### src/rtl/ga_video_decoder_pkg.sv
// Shared constants and the colour-pin decode helper for the gate array video decoder.
package ga_video_pkg;

    localparam int HCNT_W = 10;
    localparam int VCNT_W = 9;

    localparam logic [7:0] LVL_OFF        = 8'h00;
    localparam logic [7:0] LVL_FULL       = 8'hFF;
    localparam logic [7:0] DEF_HALF_LEVEL = 8'h80;

    localparam logic [HCNT_W-1:0] HCNT_MAX = '1;
    localparam logic [VCNT_W-1:0] VCNT_MAX = '1;

    // An undriven pin floats to the resistor midpoint, so the pin value is ignored.
    function automatic logic [7:0] decode_pin(input logic pin, input logic oe_n,
                                              input logic [7:0] half);
        if (oe_n) return half;
        return pin ? LVL_FULL : LVL_OFF;
    endfunction

endpackage

### src/rtl/ga_video_decoder_if.sv
// Gate array pin bundle in, decoded video stream out; master is the gate array side.
interface ga_video_decoder_if;

    logic                          cen_16;
    logic                          HSYNC;
    logic                          VSYNC;
    logic                          RED;
    logic                          GREEN;
    logic                          BLUE;
    logic                          RED_OE_N;
    logic                          GREEN_OE_N;
    logic                          BLUE_OE_N;

    logic [7:0]                    R_O;
    logic [7:0]                    G_O;
    logic [7:0]                    B_O;
    logic                          HS_O;
    logic                          VS_O;
    logic                          HBLANK;
    logic                          VBLANK;
    logic                          CE_PIX;
    logic [ga_video_pkg::HCNT_W-1:0] HCNT;
    logic [ga_video_pkg::VCNT_W-1:0] VCNT;
    logic [ga_video_pkg::HCNT_W-1:0] LINE_LEN;

    // No backpressure: every output is a new pixel on the clk where CE_PIX=1,
    // and the sink must take it then.
    modport master (
        output cen_16, HSYNC, VSYNC, RED, GREEN, BLUE, RED_OE_N, GREEN_OE_N, BLUE_OE_N,
        input  R_O, G_O, B_O, HS_O, VS_O, HBLANK, VBLANK, CE_PIX, HCNT, VCNT, LINE_LEN
    );

    modport slave (
        input  cen_16, HSYNC, VSYNC, RED, GREEN, BLUE, RED_OE_N, GREEN_OE_N, BLUE_OE_N,
        output R_O, G_O, B_O, HS_O, VS_O, HBLANK, VBLANK, CE_PIX, HCNT, VCNT, LINE_LEN
    );

endinterface

### src/rtl/ga_video_decoder_sync_counter.sv
// Sync edge detection, beam counters, line-length capture and blanking flags.
module ga_sync_counter
    import ga_video_pkg::*;
#(
    parameter int HBL_END   = 208,
    parameter int HBL_START = 976,
    parameter int VBL_END   = 24,
    parameter int VBL_START = 296
) (
    input  logic              clk,
    input  logic              rst_n,
    input  logic              cen,
    input  logic              hs,
    input  logic              vs,
    output logic [HCNT_W-1:0] hcnt,
    output logic [VCNT_W-1:0] vcnt,
    output logic [HCNT_W-1:0] line_len,
    output logic              hblank,
    output logic              vblank,
    output logic              blank_nxt
);

    logic              hs_hist;
    logic              vs_hist;
    logic              primed;
    logic              hs_rise;
    logic              vs_rise;
    logic [HCNT_W-1:0] hcnt_nxt;
    logic [VCNT_W-1:0] vcnt_nxt;
    logic              hblank_nxt;
    logic              vblank_nxt;

    always_comb begin
        hs_rise = hs & ~hs_hist;
        vs_rise = vs & ~vs_hist;

        hcnt_nxt = hcnt;
        if (hs_rise)               hcnt_nxt = '0;
        else if (hcnt != HCNT_MAX) hcnt_nxt = hcnt + HCNT_W'(1);

        // A VSYNC rise on the same tick as an HSYNC rise still leaves vcnt at 0.
        vcnt_nxt = vcnt;
        if (vs_rise)                          vcnt_nxt = '0;
        else if (hs_rise && vcnt != VCNT_MAX) vcnt_nxt = vcnt + VCNT_W'(1);

        hblank_nxt = (int'(hcnt_nxt) < HBL_END) || (int'(hcnt_nxt) >= HBL_START);
        vblank_nxt = (int'(vcnt_nxt) < VBL_END) || (int'(vcnt_nxt) >= VBL_START);
        blank_nxt  = hblank_nxt | vblank_nxt;
    end

    // Until the first tick after reset the stage-1 syncs hold reset values, so the
    // history is pinned high for that tick to keep a sync already high from counting.
    always_ff @(posedge clk) begin
        if (!rst_n) begin
            hs_hist  <= 1'b1;
            vs_hist  <= 1'b1;
            primed   <= 1'b0;
            hcnt     <= '0;
            vcnt     <= '0;
            line_len <= '0;
            hblank   <= 1'b1;
            vblank   <= 1'b1;
        end else if (cen) begin
            hs_hist <= hs | ~primed;
            vs_hist <= vs | ~primed;
            primed  <= 1'b1;
            if (hs_rise) line_len <= hcnt;
            hcnt    <= hcnt_nxt;
            vcnt    <= vcnt_nxt;
            hblank  <= hblank_nxt;
            vblank  <= vblank_nxt;
        end
    end

endmodule

### src/rtl/ga_video_decoder.sv
// Decodes the gate array's tri-level colour pins into registered 8-bit RGB with
// sync, blanking and beam counters, two cen_16 ticks behind the pins.
module ga_video_decoder
    import ga_video_pkg::*;
#(
    parameter logic [7:0] HALF_LEVEL = DEF_HALF_LEVEL,
    parameter int         HBL_END    = 208,
    parameter int         HBL_START  = 976,
    parameter int         VBL_END    = 24,
    parameter int         VBL_START  = 296
) (
    input  logic               clk,
    input  logic               RESET_N,
    ga_video_decoder_if.slave  vid
);

    logic       s1_hs;
    logic       s1_vs;
    logic [2:0] s1_pin;
    logic [2:0] s1_oe_n;
    logic       blank_nxt;

    always_ff @(posedge clk) begin
        if (!RESET_N) begin
            s1_hs   <= 1'b0;
            s1_vs   <= 1'b0;
            s1_pin  <= '0;
            s1_oe_n <= '1;
        end else if (vid.cen_16) begin
            s1_hs   <= vid.HSYNC;
            s1_vs   <= vid.VSYNC;
            s1_pin  <= {vid.BLUE, vid.GREEN, vid.RED};
            s1_oe_n <= {vid.BLUE_OE_N, vid.GREEN_OE_N, vid.RED_OE_N};
        end
    end

    ga_sync_counter #(
        .HBL_END   (HBL_END),
        .HBL_START (HBL_START),
        .VBL_END   (VBL_END),
        .VBL_START (VBL_START)
    ) u_sync_counter (
        .clk       (clk),
        .rst_n     (RESET_N),
        .cen       (vid.cen_16),
        .hs        (s1_hs),
        .vs        (s1_vs),
        .hcnt      (vid.HCNT),
        .vcnt      (vid.VCNT),
        .line_len  (vid.LINE_LEN),
        .hblank    (vid.HBLANK),
        .vblank    (vid.VBLANK),
        .blank_nxt (blank_nxt)
    );

    // Colour is gated by the blank value registered alongside it, so RGB is 0
    // exactly when the HBLANK/VBLANK outputs are high.
    always_ff @(posedge clk) begin
        if (!RESET_N) begin
            vid.R_O  <= LVL_OFF;
            vid.G_O  <= LVL_OFF;
            vid.B_O  <= LVL_OFF;
            vid.HS_O <= 1'b0;
            vid.VS_O <= 1'b0;
        end else if (vid.cen_16) begin
            vid.R_O  <= blank_nxt ? LVL_OFF : decode_pin(s1_pin[0], s1_oe_n[0], HALF_LEVEL);
            vid.G_O  <= blank_nxt ? LVL_OFF : decode_pin(s1_pin[1], s1_oe_n[1], HALF_LEVEL);
            vid.B_O  <= blank_nxt ? LVL_OFF : decode_pin(s1_pin[2], s1_oe_n[2], HALF_LEVEL);
            vid.HS_O <= s1_hs;
            vid.VS_O <= s1_vs;
        end
    end

    always_ff @(posedge clk) begin
        if (!RESET_N) vid.CE_PIX <= 1'b0;
        else          vid.CE_PIX <= vid.cen_16;
    end

endmodule

### src/flat_wrapper.sv
// flat-port wrapper written by rule: the top's interface ports become plain ports
module ga_video_decoder_flat import ga_video_pkg::*;
#(
    parameter logic [7:0] HALF_LEVEL = DEF_HALF_LEVEL,
    parameter int         HBL_END    = 208,
    parameter int         HBL_START  = 976,
    parameter int         VBL_END    = 24,
    parameter int         VBL_START  = 296
)
  (clk, RESET_N, vid_cen_16, vid_HSYNC, vid_VSYNC, vid_RED, vid_GREEN, vid_BLUE, vid_RED_OE_N, vid_GREEN_OE_N, vid_BLUE_OE_N, vid_R_O, vid_G_O, vid_B_O, vid_HS_O, vid_VS_O, vid_HBLANK, vid_VBLANK, vid_CE_PIX, vid_HCNT, vid_VCNT, vid_LINE_LEN);
  ga_video_decoder_if vid_i ();
  input  logic clk;
  input  logic RESET_N;
  input wire logic [$bits(vid_i.cen_16)-1:0] vid_cen_16;
  input wire logic [$bits(vid_i.HSYNC)-1:0] vid_HSYNC;
  input wire logic [$bits(vid_i.VSYNC)-1:0] vid_VSYNC;
  input wire logic [$bits(vid_i.RED)-1:0] vid_RED;
  input wire logic [$bits(vid_i.GREEN)-1:0] vid_GREEN;
  input wire logic [$bits(vid_i.BLUE)-1:0] vid_BLUE;
  input wire logic [$bits(vid_i.RED_OE_N)-1:0] vid_RED_OE_N;
  input wire logic [$bits(vid_i.GREEN_OE_N)-1:0] vid_GREEN_OE_N;
  input wire logic [$bits(vid_i.BLUE_OE_N)-1:0] vid_BLUE_OE_N;
  output wire logic [$bits(vid_i.R_O)-1:0] vid_R_O;
  output wire logic [$bits(vid_i.G_O)-1:0] vid_G_O;
  output wire logic [$bits(vid_i.B_O)-1:0] vid_B_O;
  output wire logic [$bits(vid_i.HS_O)-1:0] vid_HS_O;
  output wire logic [$bits(vid_i.VS_O)-1:0] vid_VS_O;
  output wire logic [$bits(vid_i.HBLANK)-1:0] vid_HBLANK;
  output wire logic [$bits(vid_i.VBLANK)-1:0] vid_VBLANK;
  output wire logic [$bits(vid_i.CE_PIX)-1:0] vid_CE_PIX;
  output wire logic [$bits(vid_i.HCNT)-1:0] vid_HCNT;
  output wire logic [$bits(vid_i.VCNT)-1:0] vid_VCNT;
  output wire logic [$bits(vid_i.LINE_LEN)-1:0] vid_LINE_LEN;
  assign vid_i.cen_16 = vid_cen_16;
  assign vid_i.HSYNC = vid_HSYNC;
  assign vid_i.VSYNC = vid_VSYNC;
  assign vid_i.RED = vid_RED;
  assign vid_i.GREEN = vid_GREEN;
  assign vid_i.BLUE = vid_BLUE;
  assign vid_i.RED_OE_N = vid_RED_OE_N;
  assign vid_i.GREEN_OE_N = vid_GREEN_OE_N;
  assign vid_i.BLUE_OE_N = vid_BLUE_OE_N;
  assign vid_R_O = vid_i.R_O;
  assign vid_G_O = vid_i.G_O;
  assign vid_B_O = vid_i.B_O;
  assign vid_HS_O = vid_i.HS_O;
  assign vid_VS_O = vid_i.VS_O;
  assign vid_HBLANK = vid_i.HBLANK;
  assign vid_VBLANK = vid_i.VBLANK;
  assign vid_CE_PIX = vid_i.CE_PIX;
  assign vid_HCNT = vid_i.HCNT;
  assign vid_VCNT = vid_i.VCNT;
  assign vid_LINE_LEN = vid_i.LINE_LEN;
  ga_video_decoder #(.HALF_LEVEL(HALF_LEVEL), .HBL_END(HBL_END), .HBL_START(HBL_START), .VBL_END(VBL_END), .VBL_START(VBL_START)) u_core (.clk(clk), .RESET_N(RESET_N), .vid(vid_i));
endmodule
### config.mk
export PLATFORM = sky130hd
export DESIGN_NAME = ga_video_decoder_flat
export DESIGN_NICKNAME = d
export VERILOG_FILES = /design/src/rtl/ga_video_decoder_pkg.sv /design/src/rtl/ga_video_decoder_if.sv /design/src/rtl/ga_video_decoder_sync_counter.sv /design/src/rtl/ga_video_decoder.sv /design/src/flat_wrapper.sv
export SDC_FILE = /design/constraint.sdc
export NUM_CORES = 1
export LEC_CHECK = 0
export ABC_AREA = 0
export BUFFER_PORTS_ARGS = -buffer_cell sky130_fd_sc_hd__buf_2
export CORE_UTILIZATION = 56
export CTS_BUF_LIST = sky130_fd_sc_hd__clkbuf_2 sky130_fd_sc_hd__clkbuf_4 sky130_fd_sc_hd__clkbuf_8
export CTS_CLUSTER_SIZE = 20
export DETAILED_ROUTE_END_ITERATION = 10
export PLACE_DENSITY = 0.81
export SETUP_SLACK_MARGIN = 0.2
export SYNTH_ARGS = -nofsm -noshare
export SYNTH_HDL_FRONTEND = slang
export SYNTH_SLANG_ARGS = --single-unit
### constraint.sdc
create_clock -name clk -period 4.5 [get_ports clk]
set_input_delay 0.9 -clock clk [delete_from_list [all_inputs] [get_ports clk]]
set_output_delay 0.9 -clock clk [all_outputs]
set_load 0.005 [all_outputs]
==> results of run 1 <==
==> per-layer routing <==
layer / track usage, % / vias up
li1: - / 1235
met1: 30.9 / 1172
met2: 46.6 / 66
met3: 6.47 / 10
met4: 8.44 / 0
met5: 0 / -
==> cell usage after synthesis (all sizes together), types with 4 or more instances <==
cell type / count / share of area [%]
dfxtp: 51 / 38
nand2: 45 / 6.3
a21oi: 32 / 6.0
nor2: 32 / 4.5
buf: 27 / 6.7
o21ai: 21 / 3.9
nand3: 19 / 3.9
clkbuf: 14 / 2.0
mux2i: 13 / 4.8
inv: 9 / 1.3
o31ai: 6 / 1.7
nand4: 5 / 1.2
nor3: 4 / 1.2
nor4: 4 / 1.4
o41ai: 4 / 2.1
==> worst max-delay path, cell delays in order, from the launching register on <==
cell and delay [ns]:
dfxtp_1 0.38, ha_1 0.27, nand4_1 0.18, nor2_1 0.08
ha_1 0.22, nand4bb_4 0.34, or2_4 0.33, o2111a_1 0.26
nor4_2 0.42, nor3_4 0.12, o41ai_2 0.28
==> worst max-delay path by stage <==
stage / to / slack (ns) / cells past startpoint
after floorplan: u_core.vid.B_O[6] / 1.92 / 10
after global placement: u_core.vid.G_O[7] / 1.68 / 10
after detailed placement: u_core.vid.B_O[6] / 1.58 / 10
after CTS: u_core.vid.R_O[6] / 1.56 / 10
after global routing: u_core.vid.R_O[7] / 1.35 / 10
final: u_core.vid.R_O[6] / 1.53 / 10
==> flip-flops by register name, summed over array words and instances, names as in the netlist <==
| signal | flops |
|---|---|
| u_core.s1_vs | 1 |
| u_core.vid.CE_PIX | 1 |
| u_core.vid.VS_O | 1 |
| u_core.u_sync_counter.vblank | 1 |
| u_core.s1_pin | 3 |
| u_core.vid.G_O | 2 |
| u_core.u_sync_counter.primed | 1 |
| u_core.vid.B_O | 2 |
| u_core.vid.HS_O | 1 |
| u_core.u_sync_counter.vs_hist | 1 |
| u_core.u_sync_counter.line_len | 10 |
| u_core.u_sync_counter.hblank | 1 |
| u_core.vid.R_O | 2 |
| u_core.s1_oe_n | 3 |
| u_core.u_sync_counter.hs_hist | 1 |
| u_core.u_sync_counter.hcnt | 10 |
| u_core.u_sync_counter.vcnt | 9 |
| u_core.s1_hs | 1 |
==> cell families (layout without fill, tap and decap cells) <==
| kind of cell | Yosys count | after routing | synth area share, % |
|---|---|---|---|
| flops | 51 | 51 | 38.0 |
| compound gates | 81 | 81 | 19.3 |
| xor+xnor | 2 | 2 | 0.652 |
| fa+ha+maj | 3 | 3 | 1.40 |
| simple gates | 134 | 134 | 26.0 |
| mux | 13 | 13 | 4.84 |
| buf+inv | 50 | 87 | 9.87 |
==> layout make-up <==
| class | instances | area (µm²) |
|---|---|---|
| clock buffers | 5 | 68.8 |
| inverters | 9 | 33.8 |
| clock inverters | 3 | 67.6 |
| well taps | 52 | 65.1 |
| repair buffers | 70 | 355 |
| flip-flops and latches | 51 | 1020 |
| fillers | 380 | 1460 |
| multi-input cells | 233 | 1400 |
==> per-stage QoR <==
stage	cells	utilization, %
after floorplan	334	-
after global placement	415	64.3
after detailed placement	415	64.3
after CTS	423	67.3
after global routing	423	67.3
final	423	67.3
==> power by group through the flow <==
stage	registers, mW	logic (mW)	clock network (mW)
after detailed placement	0.480	0.0468	0
after floorplan	0.476	0.0334	0
after global placement	0.480	0.0454	0
final	0.470	0.0470	0.382
after global routing	0.471	0.0522	0.402
after CTS	0.470	0.0471	0.386
==> cell usage in the layout, fill, tap and decap left out, types with 2 or more instances in the layout <==
master	count
buf_2	68
dfxtp_1	51
nand2_1	45
nor2_1	32
a21oi_1	32
o21ai_0	20
nand3_1	17
mux2i_1	13
inv_1	9
o31ai_1	6
nand4_1	5
clkbuf_8	5
nor3b_1	3
a211oi_1	3
nor3_1	3
nor2b_1	3
or3_1	3
o41ai_2	3
ha_1	3
nand3b_1	2
nand2b_1	2
nand3_2	2
nor4_2	2
or4_1	2
and3_1	2
and4_1	2
a41oi_1	2
nor4_1	2
bufinv_16	2
buf_4	2
==> results.toml, run 1 <==
[run_status]
status = "finished with violations"
violations = "DRC"

[placement]
gp_congestion = 0.927
portBuffers = 68
place_ws_ns = 1.58
place_area_um2 = 2880
dp_hpwl_um = 4460

[finish]
num_antenna_cells = 0
final_nets = 384
design_area_um2 = 3010
area_growth_pct = 12.1
drive_gt1_share_pct = 24.0

[drt]
wl_met3_um = 326
dr.first_iter.drc_count = 185
wl_met2_um = 3270
drc = 3
vias_per_cell = 5.87
top_layer = "met4"
wl_um = 6440
vias = 2483
firstDrtPassIters = 8
wl_per_cell_um = 15.2
drt-met1-wl_um = 2760
ant_nets = 0

[cts]
clockRootBuffer = "clkbuf_8"
htreeDepth = 2
hold_buffers = 0
worstSkewPairLatency_ns = 0.32
path_clk_slew_ns = 0.10
post_cts_resized = 0
ctsLongestPathBuffers = 2
cts.sinks = 51
cts_tree = "built"
cts_setup_buffers = 0
cts_made_buffers = 5

[worst_setup_path]
crit_path_end_kind = "register"
required_ns = 4.73
cp.arrival_ns = 3.19
r2r_cells = 10
timing.rr.end = "u_core.vid.R_O[6]"
reg2reg_from = "u_core.u_sync_counter.vcnt[0]"
path_class = "reg2reg"
crit_path_max_fanout = 14
critPathLaunchType = "register"
startpoint = "u_core.u_sync_counter.vcnt[0]"
r2r_slack_ns = 1.53

[worst_hold_path]
worstHoldStart = "u_core.u_sync_counter.line_len[2]"
min_to = "u_core.u_sync_counter.line_len[2]"
hp-class = "reg2reg"
hold_path_depth = 2

[synth]
synth.distinct_cells = 54
synth_area_per_cell_um2 = 8.05
synth_edf_count = 0
ys_seq_elements = 51
yosysSeqAreaShare_pct = 38.0
synthFlopType = "dfxtp_1"
synth-async-reset-ratio_pct = 0
synthCells = 334
synth_nets = 348
yosysWarningCount = 0
syn-cell-area_um2 = 2690

[floorplan]
start_util_pct = 60.1
core_um2 = 4470
dieArea_um2 = 5080
die_w_um = 71.3
row_count = 24
die_y_um = 71.3
ios = 69

[timing]
slew_headroom_pct = 34.8
fin_crit_sh_pct = 65.9
tns_ns = 0
drv_slew = 0
fin_ws_ns = 1.53
tightest_slew_ns = 0.977
hold_slack_ns = 0.458
hold_viol = 0
fmax_mhz = 337
rsz0062_at_grt = "false"
setup_viol = 0
fin_crit_ns = 2.97
fin_skew_ns = 0.00993

[pwr]
ir_worst_vdd_mv = 0.229
p_switching_mw = 0.201
p_sw_share_pct = 22.3
p_comb_share_pct = 5.2
intPower_mw = 0.699
clkPwrFrac_pct = 42.5
leakagePower_nw = 1.26
power_density_nw_per_um2 = 298
p_total_mw = 0.899
seq_power_share_pct = 52.2

[grt]
grt_usage_pct = 26.2
grt_pass1_wl_um = 10500
grt_start_max_net_pins = 30
antenna_found_initial = 0
grt_overflow = 0
grt_pass1_vias = 2247

[run]
cap_viol_max_count = 0
Note: power is estimated with default switching activity, not from simulation.
==> inputs of run 2 (changes only) <==
--- a/config.mk
+++ b/config.mk
@@ -7,11 +7,11 @@
 export LEC_CHECK = 0
 export ABC_AREA = 0
 export BUFFER_PORTS_ARGS = -buffer_cell sky130_fd_sc_hd__buf_2
-export CORE_UTILIZATION = 56
+export CORE_UTILIZATION = 55
 export CTS_BUF_LIST = sky130_fd_sc_hd__clkbuf_2 sky130_fd_sc_hd__clkbuf_4 sky130_fd_sc_hd__clkbuf_8
 export CTS_CLUSTER_SIZE = 20
 export DETAILED_ROUTE_END_ITERATION = 10
-export PLACE_DENSITY = 0.81
+export PLACE_DENSITY = 0.79
 export SETUP_SLACK_MARGIN = 0.2
 export SYNTH_ARGS = -nofsm -noshare
 export SYNTH_HDL_FRONTEND = slang
==> constraint.sdc (replaced) <==
create_clock -name clk -period 2.9 [get_ports clk]
set_input_delay 0.58 -clock clk [delete_from_list [all_inputs] [get_ports clk]]
set_output_delay 0.58 -clock clk [all_outputs]
set_load 0.005 [all_outputs]
==> run 2 against run 1 <==
Compared with the run above:
- the run now ends clean
- non-clock buffer count up 16
- clock-buffer cell count up 1
- die area up 1.8%
- critical endpoint is now u_core.vid.G_O[6]
- largest cell class unchanged
==> results.toml, run 2 (synthesis results as in run 1) <==
[timing]
setup_viol = 0
rsz0062_at_grt = "true"
fin_crit_ns = 2.59
tns_ns = 0
slew_headroom_pct = 55.2
fmax_mhz = 386
drv_slew = 0
fin_crit_sh_pct = 89.2
tightest_slew_ns = 0.669
hold_viol = 0
fin_skew_ns = 0.00429

[grt]
grt_usage_pct = 26.8
antenna_found_initial = 0
grt_start_max_net_pins = 29
grt_pass1_vias = 2269
grt_overflow = 0
grt_pass1_wl_um = 11000

[pwr]
p_comb_share_pct = 6.7
power_density_nw_per_um2 = 391
clkPwrFrac_pct = 35.1
leakagePower_nw = 1.33
p_sw_share_pct = 24.5
intPower_mw = 0.940
p_switching_mw = 0.305
seq_power_share_pct = 58.2
ir_worst_vdd_mv = 0.222

[worst_setup_path]
crit_path_cell_trace = "ha_4 -> nand4_1 -> nor2_1 -> ha_2 -> nand4bb_4 -> buf_4 -> nor2_1 -> a221oi_1 -> a211oi_2 -> nor3_4 -> buf_12 -> o41ai_2"
crit_path_end_kind = "register"
critPathLaunchType = "register"
cp.arrival_ns = 2.80
path_common_cell = "nor2_1"
crit_path_max_fanout = 7
cp_slowest_cell = "dfxtp_2"
path_class = "reg2reg"
max_stage_delay_ns = 0.35
required_ns = 3.11

[run_status]
status = "complete, no violations"

[run]
cap_viol_max_count = 0

[cts]
cts_made_buffers = 5
cts.sinks = 51
hold_buffers = 0
cts_tree = "built"
worstSkewPairLatency_ns = 0.30
clockRootBuffer = "clkbuf_8"
htreeDepth = 2
path_clk_slew_ns = 0.10
ctsLongestPathBuffers = 2

[placement]
portBuffers = 68
dp_hpwl_um = 4540
gp_congestion = 0.918

[floorplan]
start_util_pct = 56.9
row_count = 25
core_um2 = 4720
ios = 69
die_y_um = 71.9
dieArea_um2 = 5170
die_w_um = 71.9

[drt]
drc = 0
ant_nets = 0
wl_per_cell_um = 15.0
wl_um = 6850
dr.first_iter.drc_count = 188
vias_per_cell = 5.79
vias = 2636
firstDrtPassIters = 4

[finish]
area_growth_pct = 18.5
mostFrequentLayoutCells = "buf_2 (68), dfxtp_1 (49), nand2_1 (45)"
num_antenna_cells = 0
final_util_pct = 67.4
drive_gt1_share_pct = 29.1
reg_top3 = "u_core.u_sync_counter.hcnt: 10 flops, u_core.u_sync_counter.line_len: 10 flops, u_core.u_sync_counter.vcnt: 9 flops"
final_nets = 401
final_common_cell = "buf_2"

[worst_hold_path]
hp-class = "reg2reg"
## run 2: per-layer routing
metal | GRT usage [%] | part of all wire, % | up-vias
met5 | 0 | 0 | -
met4 | 7.84 | 1.9 | 0
met3 | 3.75 | 5.9 | 16
met2 | 46.8 | 49 | 106
met1 | 34.6 | 43 | 1237
li1 | - | - | 1277
## run 2: cell type report
class | count | area, µm²
fillers | 397 | 1540
multi-input cells | 234 | 1460
flip-flops and latches | 51 | 1020
repair buffers | 86 | 488
well taps | 67 | 83.8
clock buffers | 6 | 82.6
inverters | 9 | 33.8
clock inverters | 2 | 16.3
## run 2: what timing repair did
item / in CTS / in global routing
gates cloned: 1 / 0
setup endpoints to repair: 7 / 7
pin swaps: 3 / 6
buffers inserted: 2 / 2
resized for setup: 2 / 8
## run 2: per-stage QoR
| stage | hold slack [ns] | cell area (µm²) | total power, mW | instances | setup slack [ns] |
|---|---|---|---|---|---|
| after floorplan | 0.449 | 2690 | 0.791 | 334 | 0.321 |
| after global placement | 0.435 | 2990 | 0.820 | 442 | 0.220 |
| after detailed placement | 0.442 | 2990 | 0.823 | 442 | 0.108 |
| after CTS | 0.462 | 3140 | 1.25 | 453 | 0.238 |
| after global routing | 0.481 | 3180 | 1.29 | 455 | 0.192 |
| final | 0.456 | 3180 | 1.25 | 455 | 0.313 |
## run 2: worst paths after layout
check | from | to | slack [ns] | depth (start not counted)
setup / recovery | u_core.u_sync_counter.vcnt[0] | u_core.vid.G_O[6] | 0.31 | 12
hold / removal | u_core.u_sync_counter.line_len[1] | u_core.u_sync_counter.line_len[1] | 0.46 | 2
setup reg to reg | u_core.u_sync_counter.vcnt[0] | u_core.vid.G_O[6] | 0.31 | 12
hold reg to reg | u_core.u_sync_counter.line_len[1] | u_core.u_sync_counter.line_len[1] | 0.46 | 2
## run 2: power groups by stage
| stage | Sequential, mW | Clock (mW) | Combinational (mW) |
|---|---|---|---|
| after floorplan | 0.739 | 0 | 0.0519 |
| after global placement | 0.740 | 0 | 0.0804 |
| after detailed placement | 0.740 | 0 | 0.0824 |
| after CTS | 0.725 | 0.445 | 0.0828 |
| after global routing | 0.727 | 0.474 | 0.0919 |
| final | 0.725 | 0.437 | 0.0832 |
## run 2: worst max-delay path, delay by kind of cell (launching register included)
| kind | cells | cell delay, ns |
|---|---|---|
| buffers and inverters | 2 | 0.34 |
| and+or+nand+nor | 5 | 0.75 |
| adders and majority gates | 2 | 0.36 |
| AOI/OAI and AO/OA | 3 | 0.71 |
| DFF | 1 | 0.35 |
